### config.mk
export PLATFORM = sky130hd
export DESIGN_NAME = cia_eclk_bus_sync
export DESIGN_NICKNAME = d
export VERILOG_FILES = /design/src/rtl/cia_eclk_bus_sync.sv
export SDC_FILE = /design/constraint.sdc
export NUM_CORES = 1
export LEC_CHECK = 0
export CORE_ASPECT_RATIO = 1.1
export CORE_MARGIN = 1.5
export CORE_UTILIZATION = 41
export CTS_BUF_LIST = sky130_fd_sc_hd__clkbuf_4
export CTS_CLUSTER_DIAMETER = 100
export DETAILED_ROUTE_END_ITERATION = 7
export GPL_ROUTABILITY_DRIVEN = 0
export PLACE_DENSITY = 0.77
export SLEW_MARGIN = 25
export SYNTH_ARGS = -nofsm -noshare
export SYNTH_HDL_FRONTEND = slang
export SYNTH_SLANG_ARGS = --single-unit
### constraint.sdc
create_clock -name clk_28 -period 1.48 [get_ports clk_28]
set_clock_uncertainty 0.05 [all_clocks]
set_input_delay 0.222 -clock clk_28 [delete_from_list [all_inputs] [get_ports clk_28]]
set_output_delay 0.222 -clock clk_28 [all_outputs]
set_load 0.005 [all_outputs]
### src/rtl/cia_eclk_bus_sync.sv
// cia_eclk_bus_sync
// Synchronises CPU peripheral accesses to the 8520 CIAs with the 0.709 MHz
// E clock (6800-style VPA/VMA cycle emulation). It waits for E alignment,
// asserts VMA, opens the CIA select window during E high, and at the end of
// E high issues a transfer strobe, latches read data and acknowledges.
//
// Ports:
//   clk_28    in   28 MHz system clock, all logic on posedge
//   rst_n     in   asynchronous active-low reset
//   clk7_en   in   7 MHz enable, one clk_28 cycle in four
//   eclk      in   one-hot E phase (bit n = E counter value n)
//   req       in   CPU peripheral-access request, held until ack
//   rnw       in   1 = read, 0 = write, sampled when the request is accepted
//   cia_dout  in   read data from CIA
//   vma       out  valid memory address
//   e_lvl     out  registered E level
//   cia_sel   out  CIA chip-select window (E high)
//   cia_we    out  write enable, only meaningful while cia_sel = 1
//   strobe    out  one-clk_28 transfer strobe at end of E high
//   ack       out  one-clk_28 completion pulse to CPU
//   rdat      out  latched read data
//   wait_cnt  out  clk7 periods spent waiting for E alignment (saturating)
module cia_eclk_bus_sync #(
  parameter int unsigned WAIT_W = 8
) (
  input  logic              clk_28,
  input  logic              rst_n,
  input  logic              clk7_en,
  input  logic [9:0]        eclk,
  input  logic              req,
  input  logic              rnw,
  input  logic [7:0]        cia_dout,
  output logic              vma,
  output logic              e_lvl,
  output logic              cia_sel,
  output logic              cia_we,
  output logic              strobe,
  output logic              ack,
  output logic [7:0]        rdat,
  output logic [WAIT_W-1:0] wait_cnt
);

  typedef enum logic [2:0] {
    S_IDLE,
    S_SYNC,
    S_VMA,
    S_EHI,
    S_DONE
  } state_t;

  state_t              state_q, state_d;
  logic                vma_q, vma_d;
  logic                e_lvl_q, e_lvl_d;
  logic                cia_sel_q, cia_sel_d;
  logic                cia_we_q, cia_we_d;
  logic                strobe_q, strobe_d;
  logic                ack_q, ack_d;
  logic [7:0]          rdat_q, rdat_d;
  logic [WAIT_W-1:0]   wait_cnt_q, wait_cnt_d;
  logic                rnw_q, rnw_d;

  always_comb begin
    state_d    = state_q;
    vma_d      = vma_q;
    cia_sel_d  = cia_sel_q;
    cia_we_d   = cia_we_q;
    rdat_d     = rdat_q;
    wait_cnt_d = wait_cnt_q;
    rnw_d      = rnw_q;
    // Pulses self-clear on the very next clk_28, not the next clk7 edge.
    strobe_d   = 1'b0;
    ack_d      = 1'b0;
    // E is high for counter values 6..9; tracked every clk_28 regardless of state.
    e_lvl_d    = |eclk[9:6];

    if (clk7_en) begin
      unique case (state_q)
        S_IDLE: begin
          if (req) begin
            state_d    = S_SYNC;
            rnw_d      = rnw;
            wait_cnt_d = '0;
          end
        end
        S_SYNC: begin
          if (!req) begin
            state_d = S_IDLE;
          end else if (eclk[2]) begin
            state_d = S_VMA;
            vma_d   = 1'b1;
          end else if (wait_cnt_q != '1) begin
            wait_cnt_d = wait_cnt_q + 1'b1;
          end
        end
        S_VMA: begin
          // req is no longer consulted: once VMA is out the cycle must complete.
          if (eclk[5]) begin
            state_d   = S_EHI;
            cia_sel_d = 1'b1;
            cia_we_d  = ~rnw_q;
          end
        end
        S_EHI: begin
          if (eclk[9]) begin
            state_d   = S_DONE;
            strobe_d  = 1'b1;
            ack_d     = 1'b1;
            vma_d     = 1'b0;
            cia_sel_d = 1'b0;
            cia_we_d  = 1'b0;
            if (rnw_q) rdat_d = cia_dout;
          end
        end
        S_DONE: begin
          // A held request must be released before another access may start.
          if (!req) state_d = S_IDLE;
        end
        default: state_d = S_IDLE;
      endcase
    end
  end

  always_ff @(posedge clk_28 or negedge rst_n) begin
    if (!rst_n) begin
      state_q    <= S_IDLE;
      vma_q      <= 1'b0;
      e_lvl_q    <= 1'b0;
      cia_sel_q  <= 1'b0;
      cia_we_q   <= 1'b0;
      strobe_q   <= 1'b0;
      ack_q      <= 1'b0;
      rdat_q     <= '0;
      wait_cnt_q <= '0;
      rnw_q      <= 1'b1;
    end else begin
      state_q    <= state_d;
      vma_q      <= vma_d;
      e_lvl_q    <= e_lvl_d;
      cia_sel_q  <= cia_sel_d;
      cia_we_q   <= cia_we_d;
      strobe_q   <= strobe_d;
      ack_q      <= ack_d;
      rdat_q     <= rdat_d;
      wait_cnt_q <= wait_cnt_d;
      rnw_q      <= rnw_d;
    end
  end

  assign vma      = vma_q;
  assign e_lvl    = e_lvl_q;
  assign cia_sel  = cia_sel_q;
  assign cia_we   = cia_we_q;
  assign strobe   = strobe_q;
  assign ack      = ack_q;
  assign rdat     = rdat_q;
  assign wait_cnt = wait_cnt_q;

endmodule

==> reports/metrics.yaml <==
setup_path:
  cp.arrival_ns: 1.75
  critPathRequiredTime_ns: 1.64
  worstSetupPathType: "reg -> reg"
  worstSetupEndpointType: "flip-flop"
  path_max_fanout: 8
  start_kind: "flip-flop"
floorplanning:
  die_area_um2: 3400
  ios: 45
  rows: 20
  die_h_um: 61.0
  die_w_um: 55.8
  core-area_um2: 2830
  start_util_pct: 44.4
clock_tree:
  h-tree-depth: 1
  cts-buffers-inserted: 3
  cts-root-buf: "clkbuf_4"
  cts_tree: "yes"
  clk_path_buf_depth: 2
  clock_latency_ns: 0.31
  cts_sinks: 25
  clkTransAtPathRegs_ns: 0.14
  hold_buffers: 0
synthesis:
  synth_top_area_share_pct: 47.9
  synth_warnings: 0
  avgSynthCellArea_um2: 11.1
  yosys-top-cells-area: "dfrtp_1, mux2_4, o21ai_0, nand2_1, mux2_2"
  synth_area_um2: 1250
  seq_area_frac_synth_pct: 50.0
  synth_top_cell_by_area: "dfrtp_1"
  synth_nets: 137
  synth_cell_types: 40
  synth_seq_cells: 25
  netlist_instances: 113
timing:
  finalHoldViolations: 0
  rsz0062_at_grt: "true"
  finalCriticalPeriod_ns: 1.59
  fin_tns_setup_ns: -0.937
  fin_crit_sh_pct: 108
  slew_headroom_pct: 75.7
  fmax_ghz: 0.628
  finalMaxSlewViolations: 0
  worst_pin_slew_ns: 0.363
  fin_ws_ns: -0.113
  finalSetupViolCount: 12
  whs_ns: 0.111
grt:
  antenna_found_initial: 0
  track_usage_pct: 21.2
  grt_overflow: 0
  grt_pass1_wl_mm: 5.72
  grt_start_max_net_pins: 15
  grt_pass1_vias: 1251
drt:
  avgRoutedWirePerCell_um: 15.2
  drc_errors: 0
  ant_nets: 0
  num_vias: 1227
  wl_mm: 3.54
  vias_per_cell: 5.29
  firstDrtPassIters: 4
  drt-initial-drc-count: 22
power_and_ir_drop:
  switching_share_pct: 31.5
  p_clk_share_pct: 12.5
  p_leak_nw: 1.16
  total_power_mw: 2.46
  seq_power_share_pct: 38.3
  switchingPower_mw: 0.775
  power_per_cell_area_nw_per_um2: 1150
  power_frac_comb_pct: 49.2
  intPower_mw: 1.69
  peakVddDrop_mv: 0.688
status:
  violations: "setup timing"
  status: "finished with violations"
place:
  place_hpwl_mm: 2.38
  port_buffers: 40
cells_and_area:
  area_delta_synth_final_pct: 69.8
  multi_input_area_um2: 644
  seqCellArea_um2: 627
  antenna_cells: 0
  n_fill_cell: 197
  final_nets: 224
  drive_gt1_share_pct: 40.7
worst_hold_path:
  hp-class: "in -> async"
job:
  maxCapViolations: 0
## worst max-delay path, stage by stage (launching register included)
cell and delay [ns]:
dfrtp_1 0.45, and3b_1 0.26, and3_4 0.19, and2_4 0.23, mux2_4 0.32
## area by class of cell
cell class                 count  area share (%)
multi-input combinational     81            30.2
tap                           33            1.94
clock buffer                   3            1.06
timing repair buffer          87            36.8
inverter                       2           0.352
clock inverter                 1           0.235
sequential                    25            29.4
## cell usage after synthesis, drive strengths merged
cell	instances
mux2i	1
and2	2
or4	1
clkbuf	1
o2bb2ai	1
nor2b	2
nand2	14
buf	4
nor3	1
o31ai	3
a21o	1
a21oi	5
nor2	4
o22a	1
and4bb	1
a31oi	1
o21ai	11
nand2b	2
nand4	3
or3	1
mux2	11
and3b	1
o2111ai	1
dfstp	1
inv	2
nand3	2
and2b	1
and3	1
o211ai	2
ha	1
and4	1
nor4	1
nor3b	2
dfrtp	24
or3b	1
a211oi	1
## sequential cells by signal (all words and copies together), names as in the netlist
register	count
e_lvl	1
ack	1
cia_sel	1
rnw_q	1
cia_we	1
vma	1
state_q	3
wait_cnt	8
rdat	8
## routing by layer
metal	vias up	wire [um]	track usage [%]
met5	-	0	0
met4	0	40	4.18
met3	6	165	2.31
met2	42	1860	42.3
met1	594	1470	25.2
li1	585	-	-
## cells by family (layout without fill, tap and decap cells)
group,count (synthesis),after routing,synth area share [%]
simple gates,41,41,18.6
fa+ha+maj,1,1,0.997
compound gates,27,27,13.7
mux,12,12,13.1
buf+inv,7,93,3.69
flops,25,25,50.0
## path summary, 6_finish.rpt
path | startpoint | endpoint | slack, ns | cells past startpoint
max | state_q[2] | rdat[7] | -0.11 | 4
min | rst_n | vma | 0.11 | 1
max reg2reg | state_q[2] | rdat[7] | -0.11 | 4
min reg2reg | cia_sel | cia_sel | 0.46 | 2
max in group asynchronous | rst_n | rdat[4] | 0.78 | 2
min in group clk_28 | eclk[8] | e_lvl | 0.41 | 2
## what timing repair did
action,in CTS,in global routing
setup buffers,12,6
setup endpoints to repair,28,30
resized for setup,23,25
pin swaps,4,2
endpoints found under the hold margin,0,0
## power by group through the flow
stage	clock [mW]	sequential, mW	combinational (mW)
finish	0.309	0.942	1.21
detailed placement	0	0.961	1.03
floorplan	0	0.969	0.458
global route	0.346	0.962	1.30
global placement	0	0.951	1.01
CTS	0.324	0.944	1.11
## cell usage in the layout (no fill, tap or decap), drive strengths merged, types with 4 or more instances in the layout
cell            n
nand2          14
mux2           11
dfrtp          24
a21oi           5
nor2            4
dlygate4sd2    10
clkdlybuf4s50  19
dlymetal6s2s   11
o21ai          11
buf            47
## through the flow
step / instance area, um2 / util (%) / setup WS (ns) / instances
floorplan: 1260 / - / -0.146 / 113
global placement: 1880 / 66.3 / -0.299 / 210
detailed placement: 1880 / 66.3 / -0.379 / 210
CTS: 2000 / 70.8 / -0.0925 / 226
global route: 2130 / 75.4 / -0.134 / 232
finish: 2130 / 75.4 / -0.113 / 232
No activity file was read; power rests on OpenSTA's default activity.
